**src/rtl/hls_ctrl_driver.sv**
```systemverilog
// hls_ctrl_driver: one-job-in-flight host wrapper for an ap_ctrl_hs HLS core.
// Define HLS_DRV_TIMEOUT_EN to compile in the TIMEOUT_CYCLES watchdog.
module hls_ctrl_driver #(
    parameter int TIMEOUT_CYCLES = 1024
) (
    input  logic        ap_clk,
    input  logic        ap_rst,
    input  logic        cmd_valid,
    output logic        cmd_ready,
    input  logic [31:0] cmd_op1,
    input  logic [31:0] cmd_op2,
    input  logic [31:0] cmd_op3,
    input  logic [31:0] cmd_op4,
    input  logic [31:0] cmd_op5,
    input  logic [31:0] cmd_op6,
    output logic        rsp_valid,
    input  logic        rsp_ready,
    output logic [31:0] rsp_o1,
    output logic [31:0] rsp_o2,
    output logic [31:0] rsp_o3,
    output logic [31:0] rsp_o4,
    output logic [3:0]  rsp_vld,
    output logic        rsp_timeout,
    output logic        ap_start,
    input  logic        ap_done,
    input  logic        ap_idle,
    input  logic        ap_ready,
    output logic [31:0] i1,
    output logic [31:0] i2,
    output logic [31:0] i3,
    output logic [31:0] i4,
    output logic [31:0] i5,
    output logic [31:0] i6,
    input  logic [31:0] o1,
    input  logic [31:0] o2,
    input  logic [31:0] o3,
    input  logic [31:0] o4,
    input  logic        o1_ap_vld,
    input  logic        o2_ap_vld,
    input  logic        o3_ap_vld,
    input  logic        o4_ap_vld
);
    typedef enum logic [1:0] {IDLE, START, WAIT, RESP} state_t;
    state_t state_q, state_d;
    logic [5:0][31:0] i_q, i_d;
    logic [3:0][31:0] rsp_o_q, rsp_o_d, o_in;
    logic [3:0] rsp_vld_q, rsp_vld_d, o_vld;
    logic accept, busy, done_ev, tmo;
    logic unused_ok;
    assign unused_ok = ap_idle & (TIMEOUT_CYCLES > 0);
    assign accept = (state_q == IDLE) & cmd_valid;
    assign busy = (state_q == START) | (state_q == WAIT);
    // ap_done only counts once the core has taken the start (ap_ready seen)
    assign done_ev = ap_done & (((state_q == START) & ap_ready) | (state_q == WAIT));
    assign o_in = {o4, o3, o2, o1};
    assign o_vld = {o4_ap_vld, o3_ap_vld, o2_ap_vld, o1_ap_vld};
`ifdef HLS_DRV_TIMEOUT_EN
    localparam int CW = $clog2(TIMEOUT_CYCLES + 1);
    logic [CW-1:0] cnt_q, cnt_d;
    logic rsp_timeout_q, rsp_timeout_d;
    assign tmo = busy & (cnt_q == CW'(TIMEOUT_CYCLES - 1)) & ~done_ev;
    always_comb begin
        cnt_d = busy ? cnt_q + 1'b1 : '0;
        rsp_timeout_d = accept ? 1'b0 : tmo ? 1'b1 : rsp_timeout_q;
    end
    always_ff @(posedge ap_clk or posedge ap_rst) begin
        if (ap_rst) begin
            cnt_q <= '0;
            rsp_timeout_q <= 1'b0;
        end else begin
            cnt_q <= cnt_d;
            rsp_timeout_q <= rsp_timeout_d;
        end
    end
    assign rsp_timeout = rsp_timeout_q;
`else
    assign tmo = 1'b0;
    assign rsp_timeout = 1'b0;
`endif
    always_comb begin
        state_d = (done_ev | tmo) ? RESP :
                  ((state_q == START) & ap_ready) ? WAIT :
                  accept ? START :
                  ((state_q == RESP) & rsp_ready) ? IDLE : state_q;
        i_d = accept ? {cmd_op6, cmd_op5, cmd_op4, cmd_op3, cmd_op2, cmd_op1} : i_q;
        rsp_o_d = rsp_o_q;
        for (int k = 0; k < 4; k++)
            rsp_o_d[k] = accept ? 32'd0 : (busy & o_vld[k]) ? o_in[k] : rsp_o_q[k];
        rsp_vld_d = accept ? 4'd0 : busy ? (rsp_vld_q | o_vld) : rsp_vld_q;
    end
    always_ff @(posedge ap_clk or posedge ap_rst) begin
        if (ap_rst) begin
            state_q <= IDLE;
            i_q <= '0;
            rsp_o_q <= '0;
            rsp_vld_q <= '0;
        end else begin
            state_q <= state_d;
            i_q <= i_d;
            rsp_o_q <= rsp_o_d;
            rsp_vld_q <= rsp_vld_d;
        end
    end
    assign cmd_ready = state_q == IDLE;
    assign ap_start = state_q == START;
    assign rsp_valid = state_q == RESP;
    assign {i6, i5, i4, i3, i2, i1} = i_q;
    assign {rsp_o4, rsp_o3, rsp_o2, rsp_o1} = rsp_o_q;
    assign rsp_vld = rsp_vld_q;
endmodule

```
**config.mk**
```make
export PLATFORM = sky130hd
export DESIGN_NAME = hls_ctrl_driver
export DESIGN_NICKNAME = d
export VERILOG_FILES = /design/src/rtl/hls_ctrl_driver.sv
export SDC_FILE = /design/constraint.sdc
export NUM_CORES = 1
export LEC_CHECK = 0
export BUFFER_PORTS_ARGS = -buffer_cell sky130_fd_sc_hd__clkbuf_2
export CORE_AREA = 2 2 260 262
export CTS_CLUSTER_DIAMETER = 50
export DETAILED_ROUTE_END_ITERATION = 12
export DIE_AREA = 0 0 262 264
export GPL_TIMING_DRIVEN = 0
export PLACE_DENSITY = 0.51
export SYNTH_ARGS = -nofsm -noshare
export SYNTH_HDL_FRONTEND = slang
export SYNTH_SLANG_ARGS = --single-unit
```
**constraint.sdc**
```tcl
create_clock -name ap_clk -period 12.3 [get_ports ap_clk]
set_clock_uncertainty 0.2 [all_clocks]
set_input_delay 2.46 -clock ap_clk [delete_from_list [all_inputs] [get_ports ap_clk]]
set_output_delay 2.46 -clock ap_clk [all_outputs]
set_load 0.05 [all_outputs]
```
==> results.json, run 1 <==
{
  "via_per_inst": 3.92,
  "synth-warning-count": 0,
  "finalSetupTns_ns": 0,
  "crit_family": "flip-flops",
  "holdBufCountCts": 0,
  "fmax_mhz": 238,
  "grt_pass1_wl_um": 68100,
  "slew_headroom_pct": 52.2,
  "die-area_um2": 69200,
  "synth_cell_type_count": 21,
  "overflow": 0,
  "crit_path_top_delay_cell": "dfrtp_1",
  "synth-seq-area-share_pct": 67.1,
  "startpoint_type": "flip-flop",
  "syn_inst": 1135,
  "grt_setup_unrepaired": "no",
  "grt_max_degree": 120,
  "hold_violations": 0,
  "antenna_found_initial": 2,
  "drv_cap": 0,
  "syn2layout_area_growth_pct": 49.7,
  "final_cell_mix": "656 x clkbuf_2, 579 x nand2_1, 326 x dfrtp_1",
  "track_usage_pct": 12.8,
  "path_clk_slew_ns": 0.06,
  "finalNetCount": 2175,
  "required_ns": 9.64,
  "cts.sinks": 326,
  "cts-resized-gates": 0,
  "initial_core_util_pct": 18.3,
  "final_common_cell": "clkbuf_2",
  "setup_viol": 0,
  "rows": 95,
  "pin_count": 659,
  "fin_crit_sh_pct": 34.1,
  "syn-num-nets": 1470,
  "postRouteAntennaNets": 0,
  "globalplace.congestion": 0.869,
  "netlist_area_um2": 12200,
  "power_leakage_nw": 10.2,
  "crit_chain": "inv_1 -> ha_1 -> clkbuf_2",
  "p_per_area_nw_per_um2": 363,
  "slew_violations": 0,
  "tritoncts": "done",
  "core-area_um2": 66600,
  "setup_ws_ns": 8.10,
  "syn_avg_cell_area_um2": 10.7,
  "dpl_cell_area_um2": 16600,
  "drc": 0,
  "critPathBufInv": 2,
  "cts_made_buffers": 45,
  "cts_setup_buffers": 0,
  "die-height_um": 264,
  "hold_slack_ns": 0.273,
  "wirelength_um": 46300,
  "crit_fanout": 4,
  "cts_buffer_depth": 3,
  "h-tree-depth": 2,
  "hpwl_um": 36200,
  "clkLatencyLatePin_ns": 0.54,
  "vias": 10800,
  "drt_iter0_drc": 506,
  "root_buffer": "clkbuf_16",
  "hold_class": "reg -> reg",
  "worst_slew_pin_slew_ns": 0.717,
  "max_stage_delay_ns": 0.41,
  "buffer_ports.inserted": 656,
  "status": "complete, no violations",
  "cp.arrival_ns": 1.54,
  "ir_drop_uv": 157,
  "final_area_um2": 18200,
  "worstSetupEndpointType": "output pin",
  "crit_type": "reg -> out",
  "dpl_worst_slack_ns": 8.07,
  "synth-seq-cells": 326,
  "firstDrtPassIters": 4,
  "period_needed_ns": 4.20,
  "fp.dieW_um": 262,
  "wl_per_cell_um": 16.8,
  "first_global_vias": 11400,
  "drive_gt1_share_pct": 42.6
}
through the flow:
step / total power [mW] / std cells / utilization (%)
4_1_cts: 6.69 / 2749 / 27.4
3_5_place_dp: 5.27 / 2666 / 24.9
3_3_place_gp: 5.23 / 2664 / 24.8
2_1_floorplan: 4.32 / 1135 / -
5_1_grt: 6.95 / 2749 / 27.4
6_report: 6.60 / 2750 / 27.4
logic make-up (layout without fill, tap and decap cells):
| group | count (synthesis) | in the layout | synth area share, % |
|---|---|---|---|
| other cells | 1 | 2 | 0.0308 |
| flops | 326 | 326 | 67.1 |
| buf+inv | 77 | 818 | 3.97 |
| compound gates | 140 | 140 | 10.1 |
| simple gates | 587 | 587 | 18.4 |
| fa+ha+maj | 4 | 4 | 0.411 |
cells in the mapped netlist:
| library cell | number | share of area (%) |
|---|---|---|
| a21o_1 | 3 | 0.19 |
| nand3_1 | 1 | 0.041 |
| clkbuf_1 | 19 | 0.59 |
| a21oi_1 | 3 | 0.12 |
| o21ai_1 | 1 | 0.041 |
| a21oi_4 | 4 | 0.53 |
| inv_1 | 3 | 0.093 |
| and2_0 | 1 | 0.051 |
| and3_1 | 1 | 0.051 |
| conb_1 | 1 | 0.031 |
| o21ai_0 | 1 | 0.041 |
| nand2_1 | 579 | 18 |
| buf_2 | 26 | 1.1 |
| dfrtp_1 | 326 | 67 |
| buf_4 | 15 | 0.93 |
| and3_4 | 3 | 0.28 |
| ha_1 | 4 | 0.41 |
| buf_6 | 14 | 1.3 |
| a22o_1 | 128 | 9.2 |
| nor2_1 | 1 | 0.031 |
| and2_1 | 1 | 0.051 |
flip-flops by register name, summed over array words and instances (netlist names):
name / flops
rsp_o1: 32
rsp_vld: 4
rsp_o2: 32
i1: 32
rsp_o4: 32
i4: 32
i6: 32
i3: 32
i5: 32
i2: 32
state_q: 2
rsp_o3: 32
power breakdown:
part	total (mW)	internal [mW]	switching, mW	leakage [nW]
logic	3.39	0.800	2.59	5.33
registers	1.83	1.56	0.276	4.10
clock network	1.38	0.864	0.518	0.783
final timing paths:
| check | start | endpoint | slack (ns) | cells after the start |
|---|---|---|---|---|
| setup / recovery | state_q[0] | cmd_ready | 8.10 | 3 |
| hold / removal | rsp_vld[3] | rsp_vld[3] | 0.27 | 1 |
| min in group asynchronous | ap_rst | i3[31] | 1.85 | 2 |
| hold reg to reg | rsp_vld[3] | rsp_vld[3] | 0.27 | 1 |
| setup reg to reg | state_q[0] | i3[3] | 10.02 | 8 |
| max in group asynchronous | ap_rst | i6[24] | 8.97 | 3 |
final cells by class:
class	count	area (µm²)
clock buffers	56	1260
inverters	3	18.8
fillers	7124	48400
repair buffers	658	3340
clock inverters	27	347
flip-flops and latches	326	8160
diodes	1	2.50
well taps	873	1090
plain buffers	74	472
multi-input cells	732	3520
per-layer routing:
layer / GRT usage (%) / part of all wire (%)
met3: 3.23 / 8.0
met4: 4.98 / 3.5
met5: 0 / 0
met2: 22.8 / 50
met1: 14.6 / 39
Note: power is estimated with default switching activity, not from simulation.
==> run 2: changes to the inputs <==
--- a/config.mk
+++ b/config.mk
@@ -5,11 +5,12 @@
 export SDC_FILE = /design/constraint.sdc
 export NUM_CORES = 1
 export LEC_CHECK = 0
+export ABC_AREA = 1
 export BUFFER_PORTS_ARGS = -buffer_cell sky130_fd_sc_hd__clkbuf_2
-export CORE_AREA = 2 2 260 262
+export CORE_AREA = 2 2 254 256
 export CTS_CLUSTER_DIAMETER = 50
 export DETAILED_ROUTE_END_ITERATION = 12
-export DIE_AREA = 0 0 262 264
+export DIE_AREA = 0 0 256 258
 export GPL_TIMING_DRIVEN = 0
 export PLACE_DENSITY = 0.51
 export SYNTH_ARGS = -nofsm -noshare
==> constraint.sdc (replaced) <==
create_clock -name ap_clk -period 4.4 [get_ports ap_clk]
set_clock_uncertainty 0.2 [all_clocks]
set_input_delay 0.88 -clock ap_clk [delete_from_list [all_inputs] [get_ports ap_clk]]
set_output_delay 0.88 -clock ap_clk [all_outputs]
set_load 0.05 [all_outputs]
==> results.json, run 2 <==
{
  "clkLatencyLatePin_ns": 0.56,
  "cts_buffer_depth": 3,
  "synth_cell_type_count": 16,
  "synth_common_cells": "976 x nand2_1, 326 x dfrtp_1, 54 x buf_2",
  "initial_core_util_pct": 19.4,
  "worst_slew_pin_slew_ns": 0.946,
  "hpwl_um": 36700,
  "syn_avg_cell_area_um2": 8.83,
  "wirelength_um": 46800,
  "core-area_um2": 63600,
  "seqPwrFrac_pct": 27.9,
  "globalplace.congestion": 0.966,
  "grt_max_degree": 43,
  "final_cell_mix": "976 x nand2_1, 656 x clkbuf_2, 326 x dfrtp_1",
  "grt_pass1_wl_um": 71600,
  "postRouteAntennaNets": 0,
  "synth-warning-count": 0,
  "synth_edf_count": 0,
  "crit_family": "buffers and inverters",
  "setup_ws_ns": 1.64,
  "synth-seq-area-share_pct": 66.0,
  "pin_count": 659,
  "dpl_worst_slack_ns": 1.45,
  "holdBufCountCts": 0,
  "period_needed_ns": 2.76,
  "max_stage_delay_ns": 0.41,
  "drv_cap": 0,
  "final_common_cell": "nand2_1",
  "cts_made_buffers": 48,
  "buffer_ports.inserted": 656,
  "synth-seq-cells": 326,
  "via_per_inst": 3.88,
  "drt_iter0_drc": 599,
  "setup_viol": 0,
  "firstDrtPassIters": 5,
  "nFillCells": 6891,
  "die-area_um2": 66000,
  "track_usage_pct": 13.9,
  "cts.sinks": 326,
  "dp.cells": 2919,
  "cts-resized-gates": 0,
  "ir_drop_uv": 432,
  "syn-num-nets": 1735,
  "synth_area_leader_cell": "dfrtp_1",
  "hold_slack_ns": 0.274,
  "synthFlopType": "dfrtp_1",
  "cts_setup_buffers": 0,
  "root_buffer": "clkbuf_16",
  "fin_crit_sh_pct": 62.8,
  "crit_chain": "inv_1 -> ha_1 -> clkbuf_2",
  "rows": 93,
  "required_ns": 3.32,
  "syn_inst": 1400,
  "grt_setup_unrepaired": "no",
  "hold_violations": 0,
  "drc": 0,
  "startpoint_type": "flip-flop",
  "synth_area_leaders": "dfrtp_1 66%, nand2_1 30%, buf_2 2.2%",
  "first_global_vias": 12100,
  "crit_type": "reg -> out",
  "slew_violations": 0,
  "worstSetupEndpointType": "output pin",
  "layout.cells.non_filler": 3008,
  "critPathBufInv": 2,
  "tritoncts": "done",
  "netlist.area_leader.share_pct": 66.0,
  "finalSetupTns_ns": 0,
  "status": "complete, no violations",
  "wl_per_cell_um": 15.6,
  "fmax_mhz": 362,
  "dpl_cell_area_um2": 16900,
  "final_area_um2": 18600,
  "switchingPower_mw": 9.52,
  "path_clk_slew_ns": 0.05,
  "vias": 11700,
  "intPower_mw": 8.78,
  "p_per_area_nw_per_um2": 985,
  "p_clk_share_pct": 22.1,
  "netlist_area_um2": 12400,
  "h-tree-depth": 2,
  "yosysMostFrequentCell": "nand2_1",
  "overflow": 0,
  "crit_path_top_delay_cell": "dfrtp_1",
  "cp.arrival_ns": 1.68,
  "slew_headroom_pct": 36.8,
  "die-height_um": 258,
  "finalNetCount": 2449,
  "switching_share_pct": 52.0,
  "syn2layout_area_growth_pct": 50.3,
  "p_comb_share_pct": 49.9,
  "fp.dieW_um": 256,
  "power_leakage_nw": 10.9,
  "hold_class": "reg -> reg",
  "async_reset_ff_share_pct": 100,
  "antenna_found_initial": 1,
  "drive_gt1_share_pct": 38.2,
  "reg2reg_slack_ns": 2.04,
  "crit_fanout": 4
}
-- run 2: cell count changes after synthesis, moves of 3 or more --
cell	delta
nand2_1	+397
a22o_1	-128
buf_2	+28
clkbuf_1	-15
buf_6	-13
buf_4	-6
inv_1	+6
a21oi_4	-4
inv_2	+4
nor2_2	+4
a21o_1	-3
and3_4	-3
-- run 2: cells by family (layout without fill, tap and decap cells) --
family          count (synthesis)  after routing  share of synthesized area [%]
simple gates                  983            983                           30.0
compound gates                  4              4                          0.162
flops                         326            326                           66.0
buf+inv                        82            834                           3.39
fa+ha+maj                       4              4                          0.405
other cells                     1              2                         0.0304
-- run 2: area by class of cell --
cell class	count	area, µm²	share of cell area, %
Buffer	68	364	1.96
Sequential cell	326	8160	43.9
Inverter	14	58.8	0.317
Tap cell	855	1070	5.76
Multi-Input combinational cell	992	3780	20.3
Clock inverter	29	382	2.05
Clock buffer	59	1310	7.07
Antenna cell	1	2.50	0.0135
Timing Repair Buffer	664	3440	18.5
-- run 2: metrics by stage --
stage | total power [mW] | utilization, %
finish | 18.3 | 29.2
global route | 19.4 | 29.2
CTS | 18.5 | 29.2
detailed placement | 14.4 | 26.5
global placement | 14.3 | 26.3
floorplan | 11.7 | -
-- run 2: power groups by stage --
stage / clock, mW / combinational [mW] / sequential, mW
after floorplan: 0 / 2.15 / 9.57
after global placement: 0 / 9.15 / 5.11
after detailed placement: 0 / 9.25 / 5.13
after CTS: 4.17 / 9.26 / 5.11
after global routing: 4.30 / 9.78 / 5.27
final: 4.05 / 9.14 / 5.11
-- run 2: layer usage --
| metal | part of all wire (%) | GRT usage, % |
|---|---|---|
| met5 | 0 | 0 |
| met2 | 49 | 23.7 |
| met4 | 3.6 | 5.49 |
| met1 | 40 | 16.3 |
| met3 | 7.8 | 4.27 |
-- run 2: tightest hold or removal path, delay by kind of cell (launching register included) --
| kind | cells | cell delay (ns) |
|---|---|---|
| and+or+nand+nor | 2 | 0.10 |
| DFF | 1 | 0.34 |
-- run 2: final timing paths --
| kind | cells past startpoint | from | to |
|---|---|---|---|
| max in group asynchronous | 6 | ap_rst | i3[1] |
| worst max-delay path | 3 | state_q[1] | cmd_ready |
| worst max register to register | 8 | state_q[1] | i2[20] |
| worst min-delay path | 2 | i3[10] | i3[10] |
| worst min register to register | 2 | i3[10] | i3[10] |
| min in group asynchronous | 2 | ap_rst | rsp_o3[25] |
==> run 3: changes to the inputs <==
==> constraint.sdc (replaced) <==
create_clock -name ap_clk -period 2.75 [get_ports ap_clk]
set_clock_uncertainty 0.2 [all_clocks]
set_input_delay 0.55 -clock ap_clk [delete_from_list [all_inputs] [get_ports ap_clk]]
set_output_delay 0.55 -clock ap_clk [all_outputs]
set_load 0.05 [all_outputs]
==> results.json, run 3 (synthesis results as in run 2) <==
{
  "r2r-end": "i2[20]",
  "dp.cells": 2919,
  "hpwl_um": 36700,
  "dpl_worst_slack_ns": 0.132,
  "fp.dieW_um": 256,
  "tritoncts": "done",
  "final_common_cell": "nand2_1",
  "drt_iter0_drc": 694,
  "first_global_vias": 13600,
  "finalSetupTns_ns": 0,
  "reg2reg_slack_ns": 0.40,
  "power_leakage_nw": 12.2,
  "grt_pass1_wl_um": 76300,
  "startpoint_type": "input pin",
  "layout.cells.non_filler": 3307,
  "hold_class": "in -> reg",
  "grt_setup_unrepaired": "no",
  "globalplace.congestion": 0.966,
  "cp.arrival_ns": 3.03,
  "fmax_mhz": 401,
  "setup_ws_ns": 0.255,
  "fin_crit_sh_pct": 90.7,
  "ir_drop_uv": 700,
  "worstHoldPathCells": 3,
  "antenna_found_initial": 0,
  "cts_buffer_depth": 3,
  "worstSetupEndpointType": "async pin",
  "drive_gt1_share_pct": 33.5,
  "initial_core_util_pct": 19.4,
  "wl_per_cell_um": 15.0,
  "total_power_mw": 29.7,
  "via_per_inst": 3.90,
  "p_per_area_nw_per_um2": 1380,
  "max_stage_delay_ns": 0.60,
  "worst_slew_pin_slew_ns": 0.914,
  "cp_common_cell": "buf_12",
  "core-area_um2": 63600,
  "hold_slack_ns": 0.0339,
  "ff2ff_path_depth": 8,
  "slew_headroom_pct": 38.9,
  "period_needed_ns": 2.50,
  "syn2layout_area_growth_pct": 74.6,
  "cts_made_buffers": 48,
  "cts.sinks": 326,
  "reg2reg_from": "state_q[0]",
  "drv_cap": 0,
  "final_area_um2": 21600,
  "firstDrtPassIters": 5,
  "crit_type": "in -> async",
  "whs_endpoint": "i1[28]",
  "die-height_um": 258,
  "vias": 12900,
  "cts-resized-gates": 0,
  "status": "complete, no violations",
  "finalNetCount": 2749,
  "final_core_util_pct": 33.9,
  "crit_fanout": 42,
  "slew_violations": 0,
  "clkLatencyLatePin_ns": 0.56,
  "buffer_ports.inserted": 656,
  "overflow": 0,
  "drc": 0,
  "postRouteAntennaNets": 0,
  "crit_chain": "dlygate4sd3_1 -> clkbuf_2 -> clkinvlp_4 -> buf_12 -> buf_12 -> buf_12 -> buf_12",
  "path_clk_slew_ns": 0.06,
  "crit_path_top_delay_cell": "clkinvlp_4",
  "hold_violations": 0,
  "die-area_um2": 66000,
  "track_usage_pct": 14.6,
  "setup_viol": 0,
  "rows": 93,
  "diodes": 0,
  "required_ns": 3.29,
  "grt_max_degree": 43,
  "pin_count": 659,
  "root_buffer": "clkbuf_16",
  "worstHoldStart": "cmd_op1[28]",
  "dpl_cell_area_um2": 16900,
  "final_cell_mix": "976 x nand2_1, 656 x clkbuf_2, 326 x dfrtp_1",
  "wirelength_um": 49600,
  "h-tree-depth": 2
}
run 3: layout make-up:
class | instances | area [µm²]
Fill cell | 6570 | 42100
Sequential cell | 326 | 8160
Timing Repair Buffer | 964 | 6450
Multi-Input combinational cell | 992 | 3780
Clock buffer | 59 | 1310
Tap cell | 855 | 1070
Clock inverter | 29 | 382
Buffer | 68 | 364
Inverter | 14 | 58.8
run 3: how the worst max path moves through the flow:
stage                start         end  slack [ns]  cells after the start
floorplan           ap_rst       i1[0]       -2.35                      1
CTS                 ap_rst  rsp_o1[12]        0.20                      7
finish              ap_rst       i3[1]        0.25                      7
global placement    ap_rst  rsp_o1[17]       -4.46                      2
detailed placement  ap_rst  rsp_o1[17]        0.13                      6
global route        ap_rst  rsp_o1[12]        0.01                      7
run 3: repair_timing:
action	in CTS	in global routing
hold endpoints to repair	335	0
setup endpoints to repair	0	0
setup buffers	0	0
hold buffers	300	0
run 3: critical path, delay by kind of cell:
kind,cells,cell delay (ns)
buffers and inverters,7,2.39
run 3: routing by layer:
layer	track usage, %	share of wire (%)	vias up
met4	6.08	3.9	0
met3	3.75	6.6	108
met1	17.0	40	6056
met2	25.5	50	514
met5	0	0	-
li1	-	-	6230
run 3: where the power goes:
part | total [mW] | internal, mW | switching (mW)
combinational | 15.0 | 3.28 | 11.8
clock | 6.49 | 4.09 | 2.40
sequential | 8.20 | 6.94 | 1.25
total | 29.7 | 14.3 | 15.4
